### src/rtl/cpu7_ifu_fetch_ctl.sv
// Fetch request/response tracker between the IFU fetch datapath and the instruction bus.
// Keeps an in-order FIFO of outstanding fetches tagged {kill, adef, uc}. Misaligned
// fetches are never issued to the bus; they are answered from the FIFO as ADEF exceptions.
module cpu7_ifu_fetch_ctl #(
   parameter int unsigned GRLEN     = 32,
   parameter int unsigned MAX_OUTST = 4,
   parameter logic [2:0]  UC_SEG    = 3'b101,
   parameter logic [5:0]  ADEF_CODE = 6'h08
) (
   input  logic             clk,
   input  logic             reset,
   input  logic             inst_req,
   input  logic [31:0]      inst_addr,
   input  logic             inst_cancel,
   output logic             inst_addr_ok,
   output logic             inst_valid_f,
   output logic [GRLEN-1:0] inst_rdata_f,
   output logic [1:0]       inst_count,
   output logic             inst_ex,
   output logic [5:0]       inst_exccode,
   output logic             inst_uncache,
   output logic             ibus_req,
   output logic [31:0]      ibus_addr,
   input  logic             ibus_addr_ok,
   input  logic             ibus_data_ok,
   input  logic [GRLEN-1:0] ibus_rdata
);

   localparam int unsigned PtrW = (MAX_OUTST > 1) ? $clog2(MAX_OUTST) : 1;
   localparam int unsigned CntW = PtrW + 1;

   logic [PtrW-1:0]      rd_ptr_q, rd_ptr_d, wr_ptr_q, wr_ptr_d;
   logic [CntW-1:0]      count_q, count_d;
   logic [MAX_OUTST-1:0] kill_q, kill_d, adef_q, adef_d, uc_q, uc_d;
   logic                 adef_pend_q, adef_pend_d;

   logic mis, full, empty, adef_acc, push, pop, pop_adef, pop_bus;
   logic head_kill, head_adef, head_uc;

   assign mis       = |inst_addr[1:0];
   assign full      = (count_q == CntW'(MAX_OUTST));
   assign empty     = (count_q == '0);
   assign head_kill = kill_q[rd_ptr_q];
   assign head_adef = adef_q[rd_ptr_q];
   assign head_uc   = uc_q[rd_ptr_q];

   // Request acceptance and response delivery; reset gates the bus-facing handshakes.
   always_comb begin
      ibus_req     = inst_req & ~mis & ~full & ~adef_pend_q & ~reset;
      // A misaligned fetch only enters an empty FIFO so its exception stays in program order.
      adef_acc     = inst_req & mis & empty & ~adef_pend_q & ~reset;
      inst_addr_ok = (ibus_req & ibus_addr_ok) | adef_acc;
      push         = inst_addr_ok;
      ibus_addr    = inst_addr;

      pop_adef     = ~empty & head_adef;
      // data_ok with nothing outstanding on the bus is a protocol violation: ignore it.
      pop_bus      = ibus_data_ok & ~empty & ~head_adef;
      pop          = pop_adef | pop_bus;

      inst_valid_f = pop & ~head_kill & ~inst_cancel;
      inst_rdata_f = (inst_valid_f & ~head_adef) ? ibus_rdata : '0;
      inst_count   = {1'b0, inst_valid_f};
      inst_ex      = inst_valid_f & head_adef;
      inst_exccode = inst_ex ? ADEF_CODE : 6'h00;
      inst_uncache = inst_valid_f & head_uc;
   end

   // Next-state for pointers, occupancy, entry tags and the ADEF blocker.
   always_comb begin
      rd_ptr_d    = pop  ? rd_ptr_q + PtrW'(1) : rd_ptr_q;
      wr_ptr_d    = push ? wr_ptr_q + PtrW'(1) : wr_ptr_q;
      count_d     = count_q;
      if (push && !pop) begin
         count_d = count_q + CntW'(1);
      end else if (!push && pop) begin
         count_d = count_q - CntW'(1);
      end

      kill_d      = kill_q;
      adef_d      = adef_q;
      uc_d        = uc_q;
      // Cancel kills everything already in flight; a request taken this cycle is the new target.
      if (inst_cancel) begin
         kill_d = '1;
      end
      if (push) begin
         kill_d[wr_ptr_q] = 1'b0;
         adef_d[wr_ptr_q] = mis;
         uc_d[wr_ptr_q]   = ~mis & (inst_addr[31:29] == UC_SEG);
      end

      adef_pend_d = adef_pend_q;
      if (adef_acc) begin
         adef_pend_d = 1'b1;
      end else if (pop_adef) begin
         adef_pend_d = 1'b0;
      end
   end

   // State registers; reset empties the FIFO immediately.
   always_ff @(posedge clk or posedge reset) begin
      if (reset) begin
         rd_ptr_q    <= '0;
         wr_ptr_q    <= '0;
         count_q     <= '0;
         kill_q      <= '0;
         adef_q      <= '0;
         uc_q        <= '0;
         adef_pend_q <= 1'b0;
      end else begin
         rd_ptr_q    <= rd_ptr_d;
         wr_ptr_q    <= wr_ptr_d;
         count_q     <= count_d;
         kill_q      <= kill_d;
         adef_q      <= adef_d;
         uc_q        <= uc_d;
         adef_pend_q <= adef_pend_d;
      end
   end

endmodule

### config.mk
export PLATFORM = sky130hd
export DESIGN_NAME = cpu7_ifu_fetch_ctl
export DESIGN_NICKNAME = d
export VERILOG_FILES = /design/src/rtl/cpu7_ifu_fetch_ctl.sv
export SDC_FILE = /design/constraint.sdc
export NUM_CORES = 1
export LEC_CHECK = 0
export ABC_AREA = 1
export BUFFER_PORTS_ARGS = -buffer_cell sky130_fd_sc_hd__buf_2
export CAP_MARGIN = 10
export CORE_ASPECT_RATIO = 1.1
export CORE_MARGIN = 4
export CORE_UTILIZATION = 42
export CTS_CLUSTER_DIAMETER = 80
export DETAILED_ROUTE_END_ITERATION = 8
export PLACE_DENSITY_LB_ADDON = 0.1
export SYNTH_ARGS = -nofsm -noshare
export SYNTH_HDL_FRONTEND = slang
export SYNTH_SLANG_ARGS = --single-unit
### constraint.sdc
create_clock -name clk -period 5.8 [get_ports clk]
set_clock_uncertainty 0.2 [all_clocks]
set_input_delay 1.16 -clock clk [delete_from_list [all_inputs] [get_ports clk]]
set_output_delay 1.16 -clock clk [all_outputs]
set_load 0.02 [all_outputs]
### Yosys cells after proc, flatten, opt, wreduce, memory -nomap -nowiden

Index checks and enable logic that the tools add are counted.

* muxes and demuxes: 18
* $add $sub $neg: 4
* order comparisons: 3
* reductions and logical operators: 9
* shifts and indexed selects: 0
* div/mod/pow operators: 0
* multiply operators: 0
* bitwise gates (word level): 30
* eq/ne operators: 2

Operator list (number)
* 32-bit 2-to-1 mux: 1
* 1-bit AND: 18
* 4-bit 2-to-1 mux: 3
* 4-bit bitwise mux: 2
* 1-bit NOT: 8
* 1-bit binary-select mux with 2-bit select: 3
* 3-bit equality test (second input constant): 2
* 2-bit by 3-bit < comparator with 1-bit output (second input constant): 2
* 1-bit 2-to-1 mux: 6
* 3-bit 2-to-1 mux: 2
* 2-bit by 1-bit adder with 2-bit output (second input constant): 2
* 4-bit AND: 1
* 4-bit NOT: 1
* 2-bit nonzero test: 2
* 3-bit by 1-bit adder with 3-bit output (second input constant): 1
* 1-bit logical AND: 3
* 3-bit logical NOT: 1
* 3-bit by 1-bit subtractor with 3-bit output (second input constant): 1
* 1-bit demux with 2-bit select: 1
* 2-bit by 1-bit greater-or-equal comparator with 1-bit output (second input constant): 1
* 1-bit logical NOT: 2
* 1-bit bitwise OR: 2
* 2-bit OR reduction: 1

* latch bits: 0
* memories kept: 0
* ROM bits: 0
* bits of input ports: 70
* output and inout port bits: 77
* logic and storage cells: 73
* register bits after elaboration: 20
* RAM bits: 0

### Depth between registers and ports, before layout

Gate-level depths: netlist of the first run.

* depth in word-level cells: 12
* mapped depth: 13
* mapped depth without buffers: 12

### Worst setup path before layout of the first run

Ideal clock, no wire load.

* path kind: input-to-output
* from: input port inst_cancel
* to: output port inst_exccode[3]
* setup slack: 2329 ps
* data required time: 4440 ps
* stages on the path: 3
* buffers on the path: 1
* arrival: 2111 ps
* cells stage by stage: nand3b_1 > nor3_1 > buf_4

* word-level cells in the longest chain between the ends: 4

RTL lines
* from (decl): line 14 `input logic inst_cancel,`
* 1-bit NOT: line 61 `inst_valid_f = pop & ~head_kill & ~inst_cancel;`
* 1-bit AND: line 61
* 1-bit AND: line 64 `inst_ex = inst_valid_f & head_adef;`
* net inst_ex: line 19 `output logic inst_ex,`
* 4-bit 2-to-1 mux: line 65 `inst_exccode = inst_ex ? ADEF_CODE : 6'h00;`
* to (decl): line 20 `output logic [5:0] inst_exccode,`

The timed path passes the listed nets, and every way through them passes these cells.

### Worst setup path in the final report of the first run

* from: input port inst_cancel
* to: output port inst_rdata_f[31]

* word-level cells in the longest chain between the ends: 4

RTL lines
* 1-bit NOT: line 61
* 1-bit AND: line 61
* 1-bit AND: line 62 `inst_rdata_f = (inst_valid_f & ~head_adef) ? ibus_rdata : '0;`
* 32-bit 2-to-1 mux: line 62
* to (decl): line 17 `output logic [GRLEN-1:0] inst_rdata_f,`

Every way passes these cells.

==> results of run 1 <==
==> sequential cells by signal, summed over array words and instances (netlist names) <==
| name | cells |
|---|---|
| kill_q | 4 |
| uc_q | 4 |
| adef_q | 4 |
| wr_ptr_q | 2 |
| adef_pend_q | 1 |
| count_q | 3 |
| rd_ptr_q | 2 |
==> metrics by stage <==
| stage | hold WS (ns) | worst slack (ns) | area [um2] | cells |
|---|---|---|---|---|
| 2_1_floorplan | 0.237 | 2.33 | 1800 | 246 |
| 3_3_place_gp | 0.259 | 2.00 | 1940 | 338 |
| 3_5_place_dp | 0.263 | 1.99 | 1940 | 338 |
| 4_1_cts | 0.280 | 1.99 | 1990 | 342 |
| 5_1_grt | 0.302 | 1.87 | 1990 | 342 |
| 6_report | 0.278 | 2.00 | 1990 | 342 |
==> cells in the mapped netlist, drive strengths merged <==
library cell / n / share of area, %
nand3b: 1 / 0.42
nor3: 3 / 1.1
xnor2: 2 / 0.98
nor3b: 1 / 0.42
xor2: 3 / 1.5
nor2: 43 / 14
dfrtp: 20 / 28
a21oi: 5 / 1.4
nand4: 2 / 1.5
buf: 46 / 20
nand3: 13 / 3.9
inv: 47 / 10
conb: 1 / 0.21
o21ai: 6 / 1.7
mux2: 1 / 0.63
o22ai: 1 / 0.35
ha: 5 / 3.5
and3: 1 / 0.35
fa: 1 / 1.1
nand2: 39 / 8.3
==> cell usage in the layout (no fill, tap or decap), drive strengths merged <==
cell / netlist / layout
xor2: 3 / 3
clkbuf: 0 / 4
xnor2: 2 / 2
nor2: 43 / 43
nand2: 39 / 39
ha: 5 / 5
o22ai: 1 / 1
and3: 1 / 1
buf: 46 / 86
nor3b: 1 / 1
nor3: 3 / 3
a21oi: 5 / 5
fa: 1 / 1
nand4: 2 / 2
conb: 1 / 6
nand3: 13 / 13
inv: 47 / 47
dfrtp: 20 / 20
mux2: 1 / 1
nand3b: 1 / 1
o21ai: 6 / 6
==> metal layers <==
| metal | part of all wire [%] | global-route usage (%) | up-vias |
|---|---|---|---|
| li1 | - | - | 766 |
| met1 | 41 | 19.0 | 611 |
| met2 | 50 | 26.5 | 66 |
| met3 | 7.2 | 3.17 | 12 |
| met4 | 1.7 | 5.17 | 0 |
| met5 | 0 | 0 | - |
==> layout make-up <==
class	instances	area, um2
clock buffers	4	55.1
inverters	47	184
multi-input cells	133	758
well taps	52	65.1
flip-flops and latches	20	500
repair buffers	86	430
fillers	414	2030
==> worst max-delay path, cell delays in order <==
cell	delay (ns)
sky130_fd_sc_hd__buf_2	0.13
sky130_fd_sc_hd__nor2_2	0.15
sky130_fd_sc_hd__nand4_4	0.53
sky130_fd_sc_hd__nor2_1	0.26
sky130_fd_sc_hd__buf_2	0.20
==> power breakdown <==
| group | internal, W | switching [W] | total (W) |
|---|---|---|---|
| registers | 0.000186 | 0.0000522 | 0.000238 |
| clock network | 0.0000603 | 0.0000436 | 0.000104 |
| logic | 0.000124 | 0.000202 | 0.000325 |
| total | 0.000370 | 0.000298 | 0.000668 |
==> cell families after synthesis <==
family          after synthesis  share of synthesized area, %
fa+ha+maj                     6                          4.63
xor+xnor                      5                          2.45
mux                           1                         0.631
simple gates                103                          30.1
other cells                   1                         0.210
flops                        20                          28.1
buf+inv                      93                          30.5
compound gates               12                          3.44
==> worst max-delay path by stage <==
stage | startpoint | end | slack, ns | depth (start not counted)
floorplan | inst_cancel | inst_exccode[3] | 2.33 | 3
global placement | inst_cancel | inst_rdata_f[31] | 2.00 | 5
detailed placement | inst_cancel | inst_rdata_f[31] | 1.99 | 5
CTS | inst_cancel | inst_rdata_f[31] | 1.99 | 5
global route | inst_cancel | inst_rdata_f[20] | 1.87 | 5
finish | inst_cancel | inst_rdata_f[31] | 2.00 | 5
==> results_tabular.tex, run 1 <==
\begin{tabular}{lr}
\hline
Metric & Value \\
\hline
\multicolumn{2}{l}{\textbf{Detailed routing}} \\
Sum of routed wire length over all layers & 4010 um \\
Residual antenna-violating net count after detailed routing & 0 \\
Via density per instance & 4.25 \\
Drc violations & 0 \\
First-pass iteration count of the detailed router & 5 \\
Number of DRC violations after detailed-routing iteration 0 & 24 \\
Count of vias placed by the detailed router & 1,455 \\
Routed len/inst & 11.7 um \\
\multicolumn{2}{l}{\textbf{STA}} \\
Setup violators final & 0 \\
Worst Tran Pin Value & 0.772 ns \\
Tmin final & 3.80 ns \\
Setup repair after global routing missed its margin & no \\
Relative slew slack & 48.5\% \\
Endpoints failing hold & 0 \\
Final clock period utilization by the worst path & 65.5\% \\
Max-slew violation count & 0 \\
Sum of negative setup slack & 0 ns \\
Maximum frequency from static timing analysis & 263 MHz \\
\multicolumn{2}{l}{\textbf{Worst hold path}} \\
Hold Startpoint & uc\_q[2] \\
Type of the tightest min-delay check & reg -> reg \\
Worst Hold Path EP & uc\_q[2] \\
Number of instances on the worst hold path & 2 \\
\multicolumn{2}{l}{\textbf{Worst setup path}} \\
R2R Path End & count\_q[2] \\
Required arrival time at the worst endpoint & 4.44 ns \\
Capturing element type of the critical path & output port \\
Launching element type of the critical path & input pin \\
Arrival time of data at the critical path endpoint & 2.44 ns \\
Setup slack of the worst register-to-register path & 3.00 ns \\
Number of cells on the worst reg-to-reg path & 9 \\
Max Fanout on Critical Path & 32 \\
Crit Path Category & in -> out \\
Crit Reg-Reg Startpoint & count\_q[0] \\
\multicolumn{2}{l}{\textbf{Power}} \\
Static Leakage & 1.24 nW \\
Overall power of the completed layout & 0.000668 W \\
PD cells & 335 nW/um2 \\
Highest ir drop seen on vdd & 0.265 mV \\
\multicolumn{2}{l}{\textbf{Placement}} \\
Weighted congestion at the end of routability-driven global placement & 0.732 \\
Number of port buffers & 86 \\
Total half-perimeter wirelength after legalization and detailed placement & 3330 um \\
\multicolumn{2}{l}{\textbf{CTS}} \\
Clock tree buffer depth & 2 \\
TritonCTS clock tree & yes \\
H-tree Lvls & 1 \\
Hold buffer count at CTS & 0 \\
Post-CTS sizing & 0 \\
Clock Latency Late Sink & 0.25 ns \\
Clock net sink count & 20 \\
Clock tree root buffer cell & sky130\_fd\_sc\_hd\_\_clkbuf\_8 \\
Clock transition at the register clock pins on the worst setup and hold paths after CTS & 0.07 ns \\
TritonCTS buffer count & 3 \\
Setup Buffers After CTS & 0 \\
\multicolumn{2}{l}{\textbf{Global routing}} \\
Total GRT Usage & 15.4\% \\
Total congestion overflow & 0 \\
Pin count of the biggest net entering global routing & 33 \\
Number of antenna violations at the first check in global routing & 0 \\
Number of global-route vias before repair & 1,416 \\
First-pass GRT wire length & 6840 um \\
\multicolumn{2}{l}{\textbf{Layout}} \\
Nets & 367 \\
Layout cell share with drive strength beyond 1 & 43.8\% \\
Antenna diodes & 0 \\
Fin util & 49.5\% \\
Synthesis-to-finish area growth & 11.7\% \\
\multicolumn{2}{l}{\textbf{Floorplan}} \\
Vert. Die Dim & 76.4 um \\
Std cell rows & 24 \\
Core area & 4020 um2 \\
Horizontal die dimension & 70.1 um \\
I/O pin count & 147 \\
Die ar. & 5360 um2 \\
Effective utilization at floorplan & 44.3\% \\
\multicolumn{2}{l}{\textbf{Synthesis}} \\
Count of warnings emitted by yosys & 0 \\
Post-synthesis cell area & 1780 um2 \\
Number of storage elements in the synthesis netlist & 20 \\
Seq/Total Area, Yosys & 28.1\% \\
Synth Instances & 241 \\
Yosys cell types & 28 \\
Average cell area after synthesis & 7.40 um2 \\
\multicolumn{2}{l}{\textbf{Run status}} \\
Result of the run & completed \\
\multicolumn{2}{l}{\textbf{Job}} \\
Max Cap Viol & 0 \\
\hline
\end{tabular}
No activity file was read; power rests on OpenSTA's default activity.
==> run 2, diff against run 1 <==
--- a/config.mk
+++ b/config.mk
@@ -10,7 +10,7 @@
 export CAP_MARGIN = 10
 export CORE_ASPECT_RATIO = 1.1
 export CORE_MARGIN = 4
-export CORE_UTILIZATION = 42
+export CORE_UTILIZATION = 35
 export CTS_CLUSTER_DIAMETER = 80
 export DETAILED_ROUTE_END_ITERATION = 8
 export PLACE_DENSITY_LB_ADDON = 0.1
==> constraint.sdc (replaced) <==
create_clock -name clk -period 3.2 [get_ports clk]
set_clock_uncertainty 0.2 [all_clocks]
set_input_delay 0.64 -clock clk [delete_from_list [all_inputs] [get_ports clk]]
set_output_delay 0.64 -clock clk [all_outputs]
set_load 0.02 [all_outputs]
==> run 2 against run 1 <==
Compared with the run above:
- cell area grew 2.2%
- largest power group unchanged
- global-route usage shrank 2.9 points
- count of clock-buffer cells in the layout is the same
- worst hold slack gained 0.00066 ns
- register-to-register slack lost 2.4 ns
- sequential power grew 81%
==> results_tabular.tex, run 2 (synthesized netlist as in run 1, its figures left out) <==
\begin{tabular}{lr}
\hline
Metric & Value \\
\hline
\multicolumn{2}{l}{\textbf{Run status}} \\
Result of the run & completed \\
\multicolumn{2}{l}{\textbf{Layout}} \\
Non-filler cells in the finished layout & 351 (+2.6\%) \\
Registers with the highest flip-flop counts & adef\_q (4), kill\_q (4), uc\_q (4) \\
Synthesis-to-finish area growth & 14.2\% \\
Antenna diodes & 0 (unchanged) \\
Nets & 370 (+0.82\%) \\
Layout cell share with drive strength beyond 1 & 44.4\% (+0.58 points) \\
Most frequent standard cell in the layout excluding fill and tap cells & sky130\_fd\_sc\_hd\_\_buf\_2 \\
Top library cells by usage in the layout, fill and taps aside & sky130\_fd\_sc\_hd\_\_buf\_2 (86), sky130\_fd\_sc\_hd\_\_inv\_1 (46), sky130\_fd\_sc\_hd\_\_nand2\_1 (38), sky130\_fd\_sc\_hd\_\_nor2\_2 (29), sky130\_fd\_sc\_hd\_\_dfrtp\_1 (20) \\
Filler instances & 542 (+31\%) \\
\multicolumn{2}{l}{\textbf{Global routing}} \\
Total congestion overflow & 0 (unchanged) \\
Total GRT Usage & 12.5\% (-2.9 points) \\
First-pass GRT wire length & 6740 um (-1.5\%) \\
Pin count of the biggest net entering global routing & 33 (unchanged) \\
Number of antenna violations at the first check in global routing & 0 (unchanged) \\
Number of global-route vias before repair & 1,417 (+0.071\%) \\
\multicolumn{2}{l}{\textbf{STA}} \\
Setup violators final & 0 (unchanged) \\
Max-slew violation count & 0 (unchanged) \\
Worst Tran Pin Value & 0.756 ns (-0.0165 ns) \\
Sum of negative setup slack & 0 ns (unchanged) \\
Endpoints failing hold & 0 (unchanged) \\
Final clock period utilization by the worst path & 90.9\% \\
Setup repair after global routing missed its margin & no \\
Tmin final & 2.91 ns \\
Relative slew slack & 49.6\% (+1.1 points) \\
Maximum frequency from static timing analysis & 344 MHz \\
\multicolumn{2}{l}{\textbf{Placement}} \\
Number of instances in the placed design & 346 (+2.4\%) \\
Number of port buffers & 86 (unchanged) \\
Total half-perimeter wirelength after legalization and detailed placement & 3380 um (+1.7\%) \\
Weighted congestion at the end of routability-driven global placement & 0.720 (-1.6\%) \\
\multicolumn{2}{l}{\textbf{CTS}} \\
TritonCTS clock tree & yes \\
H-tree Lvls & 1 (unchanged) \\
Clock net sink count & 20 (unchanged) \\
Setup Buffers After CTS & 0 (unchanged) \\
TritonCTS buffer count & 3 (unchanged) \\
Clock transition at the register clock pins on the worst setup and hold paths after CTS & 0.08 ns (about the same) \\
Clock Latency Late Sink & 0.26 ns (about the same) \\
Clock tree buffer depth & 2 (unchanged) \\
Clock tree root buffer cell & sky130\_fd\_sc\_hd\_\_clkbuf\_8 \\
\multicolumn{2}{l}{\textbf{Worst setup path}} \\
Required arrival time at the worst endpoint & 2.36 ns (-2.08 ns) \\
Capturing element type of the critical path & output port \\
Arrival time of data at the critical path endpoint & 2.07 ns (-0.37 ns) \\
Number of cells on the worst reg-to-reg path & 12 (+3) \\
R2R Path End & count\_q[2] \\
Setup slack of the worst register-to-register path & 0.60 ns (-2.40 ns) \\
Launching element type of the critical path & register \\
Max Fanout on Critical Path & 16 (-50\%) \\
Crit Path Category & reg -> out \\
Crit Reg-Reg Startpoint & rd\_ptr\_q[0] \\
\multicolumn{2}{l}{\textbf{Power}} \\
PD cells & 610 nW/um2 (+82\%) \\
Highest ir drop seen on vdd & 0.365 mV (+38\%) \\
Static Leakage & 1.26 nW (+1.0\%) \\
Overall power of the completed layout & 0.00124 W (+86\%) \\
\multicolumn{2}{l}{\textbf{Detailed routing}} \\
Drc violations & 0 (unchanged) \\
Sum of routed wire length over all layers & 4230 um (+5.4\%) \\
Count of vias placed by the detailed router & 1,497 (+2.9\%) \\
Number of DRC violations after detailed-routing iteration 0 & 34 (+42\%) \\
Routed len/inst & 12.0 um (+2.7\%) \\
Residual antenna-violating net count after detailed routing & 0 (unchanged) \\
Via density per instance & 4.26 (+0.25\%) \\
First-pass iteration count of the detailed router & 4 (-1) \\
\multicolumn{2}{l}{\textbf{Job}} \\
Max Cap Viol & 0 (unchanged) \\
\multicolumn{2}{l}{\textbf{Worst hold path}} \\
Hold Startpoint & uc\_q[3] \\
Type of the tightest min-delay check & reg -> reg \\
Number of instances on the worst hold path & 2 (unchanged) \\
Worst Hold Path EP & uc\_q[3] \\
\multicolumn{2}{l}{\textbf{Floorplan}} \\
Die ar. & 6310 um2 (+18\%) \\
Vert. Die Dim & 82.9 um (+8.5\%) \\
Horizontal die dimension & 76.1 um (+8.5\%) \\
I/O pin count & 147 (unchanged) \\
Std cell rows & 27 (+13\%) \\
Core area & 4970 um2 (+23\%) \\
Effective utilization at floorplan & 35.9\% (-8.4 points) \\
\hline
\end{tabular}
run 2: area by class of cell:
class                      instances  area (um2)  share of cell area [%]
clock buffer                       4        55.1                    2.70
inverter                          47         184                    9.03
multi-input combinational        134         779                    38.3
sequential                        20         500                    24.6
tap                               58        72.6                    3.56
timing repair buffer              88         445                    21.9
run 2: per-stage QoR:
| stage | hold WS, ns | util, % | worst slack [ns] | area, um2 |
|---|---|---|---|---|
| 5_1_grt | 0.301 | 41.0 | 0.0841 | 2040 |
| 2_1_floorplan | 0.237 | - | 0.741 | 1800 |
| 4_1_cts | 0.280 | 40.6 | 0.0771 | 2020 |
| 3_5_place_dp | 0.260 | 39.5 | 0.365 | 1960 |
| 6_report | 0.278 | 41.0 | 0.291 | 2040 |
| 3_3_place_gp | 0.261 | 39.5 | 0.389 | 1960 |
run 2: power by group:
part           leakage [nW]  internal (W)  total, W  switching (W)
sequential            0.239      0.000337  0.000430      0.0000924
clock                0.0288      0.000109  0.000191      0.0000813
combinational         0.989      0.000233  0.000622       0.000389
total                  1.26      0.000680   0.00124       0.000563
run 2: layer usage:
metal | global-route usage (%) | vias to the layer above | wire length, um
met2 | 21.2 | 68 | 2100
met4 | 4.93 | 0 | 43
met3 | 3.47 | 6 | 346
met1 | 14.9 | 646 | 1740
met5 | 0 | - | 0
li1 | - | 777 | -
run 2: how the worst max path moves through the flow:
stage / startpoint / endpoint / cells after the start
final: rd_ptr_q[0] / inst_rdata_f[21] / 7
after global routing: rd_ptr_q[0] / inst_rdata_f[0] / 7
after CTS: rd_ptr_q[0] / inst_rdata_f[29] / 7
after global placement: rd_ptr_q[0] / inst_rdata_f[29] / 7
after floorplan: inst_addr[1] / count_q[1] / 9
after detailed placement: rd_ptr_q[0] / inst_rdata_f[29] / 7
run 2: critical path, stage by stage (launching register included):
cell and delay, ns:
sky130_fd_sc_hd__dfrtp_1 0.57, sky130_fd_sc_hd__nand2_1 0.13, sky130_fd_sc_hd__nand3_2 0.09, sky130_fd_sc_hd__nand2_1 0.06, sky130_fd_sc_hd__nor2_2 0.22, sky130_fd_sc_hd__nand4_4 0.38, sky130_fd_sc_hd__nor2_2 0.18, sky130_fd_sc_hd__buf_2 0.18
run 2: what timing repair did:
| item | 4_1_cts | 5_1_grt |
|---|---|---|
| hold buffers | 0 | 0 |
| endpoints found under the setup margin | 0 | 32 |
| resized for setup | 0 | 1 |
==> run 3, diff against run 2 <==
--- a/config.mk
+++ b/config.mk
@@ -12,6 +12,7 @@
 export CORE_MARGIN = 4
 export CORE_UTILIZATION = 35
 export CTS_CLUSTER_DIAMETER = 80
+export CTS_CLUSTER_SIZE = 14
 export DETAILED_ROUTE_END_ITERATION = 8
 export PLACE_DENSITY_LB_ADDON = 0.1
 export SYNTH_ARGS = -nofsm -noshare
==> constraint.sdc (replaced) <==
create_clock -name clk -period 2.34 [get_ports clk]
set_clock_uncertainty 0.2 [all_clocks]
set_input_delay 0.468 -clock clk [delete_from_list [all_inputs] [get_ports clk]]
set_output_delay 0.468 -clock clk [all_outputs]
set_load 0.02 [all_outputs]
==> run 3 against run 2 <==
Compared with the run above:
- the flow now finishes with violations (negative setup slack)
- sequential power is 38% higher
- critical path type unchanged
- largest power group unchanged
- clock power rose by 17%
- wire length grew 13%
- total power is 66% higher
==> results_tabular.tex, run 3 (synthesized netlist as in run 1, its figures left out) <==
\begin{tabular}{lr}
\hline
Metric & Value \\
\hline
\multicolumn{2}{l}{\textbf{Power}} \\
Static Leakage & 1.39 nW (+11\%) \\
Sequential share of power & 28.9\% (-5.7 points) \\
Net switching power of the design & 0.000881 W (+57\%) \\
Internal power component & 0.00117 W (+73\%) \\
Clock share of power & 10.9\% (-4.4 points) \\
Switching share of power & 42.9\% (-2.4 points) \\
Share of total power in combinational logic & 60.2\% (+10 points) \\
PD cells & 806 nW/um2 (+32\%) \\
Highest ir drop seen on vdd & 0.502 mV (+38\%) \\
\multicolumn{2}{l}{\textbf{Detailed routing}} \\
Number of DRC violations after detailed-routing iteration 0 & 23 (-32\%) \\
Residual antenna-violating net count after detailed routing & 0 (unchanged) \\
Count of vias placed by the detailed router & 1,613 (+7.7\%) \\
First-pass iteration count of the detailed router & 4 (unchanged) \\
Sum of routed wire length over all layers & 4780 um (+13\%) \\
Via density per instance & 4.41 (+3.3\%) \\
Drc violations & 0 (unchanged) \\
Routed len/inst & 13.0 um (+8.3\%) \\
\multicolumn{2}{l}{\textbf{CTS}} \\
Hold buffer count at CTS & 0 (unchanged) \\
Clock transition at the register clock pins on the worst setup and hold paths after CTS & 0.07 ns (about the same) \\
Clock tree root buffer cell & sky130\_fd\_sc\_hd\_\_clkbuf\_8 \\
Clock tree buffer depth & 2 (unchanged) \\
TritonCTS clock tree & yes \\
TritonCTS buffer count & 3 (unchanged) \\
H-tree Lvls & 1 (unchanged) \\
Clock net sink count & 20 (unchanged) \\
Clock Latency Late Sink & 0.26 ns (about the same) \\
\multicolumn{2}{l}{\textbf{Layout}} \\
Layout cell share with drive strength beyond 1 & 52.3\% (+7.9 points) \\
Filler instances & 480 (-11\%) \\
Registers with the highest flip-flop counts & adef\_q (4), kill\_q (4), uc\_q (4) \\
Nets & 386 (+4.3\%) \\
Non-filler cells in the finished layout & 366 (+4.3\%) \\
Antenna diodes & 0 (unchanged) \\
Top library cells by usage in the layout, fill and taps aside & sky130\_fd\_sc\_hd\_\_buf\_2 (49), sky130\_fd\_sc\_hd\_\_inv\_1 (46), sky130\_fd\_sc\_hd\_\_buf\_6 (35), sky130\_fd\_sc\_hd\_\_nand2\_1 (33), sky130\_fd\_sc\_hd\_\_nor2\_4 (19) \\
Synthesis-to-finish area growth & 43.0\% \\
Most frequent standard cell in the layout excluding fill and tap cells & sky130\_fd\_sc\_hd\_\_buf\_2 \\
\multicolumn{2}{l}{\textbf{Worst setup path}} \\
Required arrival time at the worst endpoint & 1.67 ns (-0.69 ns) \\
Crit Path Category & reg -> out \\
Setup slack of the worst register-to-register path & 0.15 ns (-0.45 ns) \\
Max Fanout on Critical Path & 16 (unchanged) \\
Launching element type of the critical path & register \\
Arrival time of data at the critical path endpoint & 1.76 ns (-0.31 ns) \\
Capturing element type of the critical path & output port \\
\multicolumn{2}{l}{\textbf{Floorplan}} \\
I/O pin count & 147 (unchanged) \\
Vert. Die Dim & 82.9 um (unchanged) \\
Effective utilization at floorplan & 35.9\% (unchanged) \\
Core area & 4970 um2 (unchanged) \\
Die ar. & 6310 um2 (unchanged) \\
Horizontal die dimension & 76.1 um (unchanged) \\
Std cell rows & 27 (unchanged) \\
\multicolumn{2}{l}{\textbf{Global routing}} \\
Total GRT Usage & 13.1\% (+0.58 points) \\
Total congestion overflow & 0 (unchanged) \\
Number of global-route vias before repair & 1,428 (+0.78\%) \\
Pin count of the biggest net entering global routing & 33 (unchanged) \\
First-pass GRT wire length & 6930 um (+2.8\%) \\
Number of antenna violations at the first check in global routing & 0 (unchanged) \\
\multicolumn{2}{l}{\textbf{Run status}} \\
Result of the run & finished, violations left \\
Violations in the final reports & negative setup slack \\
\multicolumn{2}{l}{\textbf{STA}} \\
Relative slew slack & 65.6\% (+16 points) \\
Sum of negative setup slack & -1.33 ns (-1.33 ns) \\
Maximum frequency from static timing analysis & 412 MHz \\
Tmin final & 2.43 ns \\
Worst hold-check slack & 0.0482 ns (-0.230 ns) \\
Setup repair after global routing missed its margin & yes \\
Endpoints failing hold & 0 (unchanged) \\
Setup slack of the critical path after layout & -0.0870 ns (-0.378 ns) \\
Final clock period utilization by the worst path & 104\% \\
Max-slew violation count & 0 (unchanged) \\
Setup violators final & 26 (+26) \\
Worst Tran Pin Value & 0.511 ns (-0.244 ns) \\
\multicolumn{2}{l}{\textbf{Placement}} \\
Weighted congestion at the end of routability-driven global placement & 0.704 (-2.2\%) \\
Post-placement worst setup slack & 0.0595 ns (-0.305 ns) \\
Number of instances in the placed design & 354 (+2.3\%) \\
Total half-perimeter wirelength after legalization and detailed placement & 3420 um (+1.2\%) \\
Number of port buffers & 86 (unchanged) \\
\multicolumn{2}{l}{\textbf{Worst hold path}} \\
Type of the tightest min-delay check & in -> async \\
\multicolumn{2}{l}{\textbf{Job}} \\
Max Cap Viol & 0 (unchanged) \\
\hline
\end{tabular}
==> run 3: cell types whose count changed in the layout (fill, tap and decap cells not counted), sizes merged <==
cell / change
buf: +15
nand4: -1
clkbuf: +1
==> run 3: per-layer routing <==
metal | vias to the layer above | GRT usage [%] | share of wire, %
met5 | - | 0 | 0
met4 | 0 | 3.82 | 1.5
met3 | 11 | 4.45 | 8.1
met2 | 69 | 23.2 | 55
met1 | 730 | 14.7 | 36
li1 | 803 | - | -
==> run 3: path summary, 6_finish.rpt <==
path	endpoint	start	cells past startpoint
min	uc_q[2]	reset	3
min reg2reg	uc_q[2]	uc_q[2]	2
max reg2reg	count_q[2]	rd_ptr_q[0]	11
min in group clk	uc_q[2]	uc_q[2]	2
max in group asynchronous	count_q[1]	reset	3
max	inst_rdata_f[2]	rd_ptr_q[0]	8
==> run 3: layout make-up <==
cell class,instances,area (um2),share of cell area [%]
clock buffers,3,41.3,1.62
inverters,47,184,7.21
multi-input cells,133,905,35.5
flip-flops and latches,20,504,19.8
well taps,58,72.6,2.84
repair buffers,105,845,33.1
==> run 3: critical path, cell delays in order (launching register included) <==
cell,delay (ns)
sky130_fd_sc_hd__dfrtp_2,0.49
sky130_fd_sc_hd__nand2_1,0.09
sky130_fd_sc_hd__nand3_1,0.09
sky130_fd_sc_hd__nand2_2,0.09
sky130_fd_sc_hd__buf_6,0.10
sky130_fd_sc_hd__nand4_4,0.15
sky130_fd_sc_hd__clkbuf_16,0.23
sky130_fd_sc_hd__nor2_2,0.12
sky130_fd_sc_hd__buf_6,0.13
==> run 3: timing repair <==
| item | 4_1_cts | 5_1_grt |
|---|---|---|
| gates cloned | 0 | 2 |
| pin swaps | 0 | 7 |
| setup endpoints to repair | 37 | 39 |
| buffers inserted | 0 | 7 |
| resized for setup | 41 | 67 |
==> run 3: per-stage QoR <==
stage	instance area [um2]	power (W)	utilization, %
6_report	2550	0.00206	51.4
5_1_grt	2550	0.00223	51.4
4_1_cts	2200	0.00179	44.4
3_5_place_dp	2030	0.00150	40.9
3_3_place_gp	2030	0.00150	40.9
2_1_floorplan	1800	0.00131	-
==> run 3: power by group through the flow <==
stage          clock network (W)  logic, W  registers [W]
3_5_place_dp                   0  0.000911       0.000588
5_1_grt                 0.000251   0.00136       0.000616
4_1_cts                 0.000233  0.000975       0.000587
3_3_place_gp                   0  0.000914       0.000587
6_report                0.000224   0.00124       0.000594
2_1_floorplan                  0  0.000769       0.000545
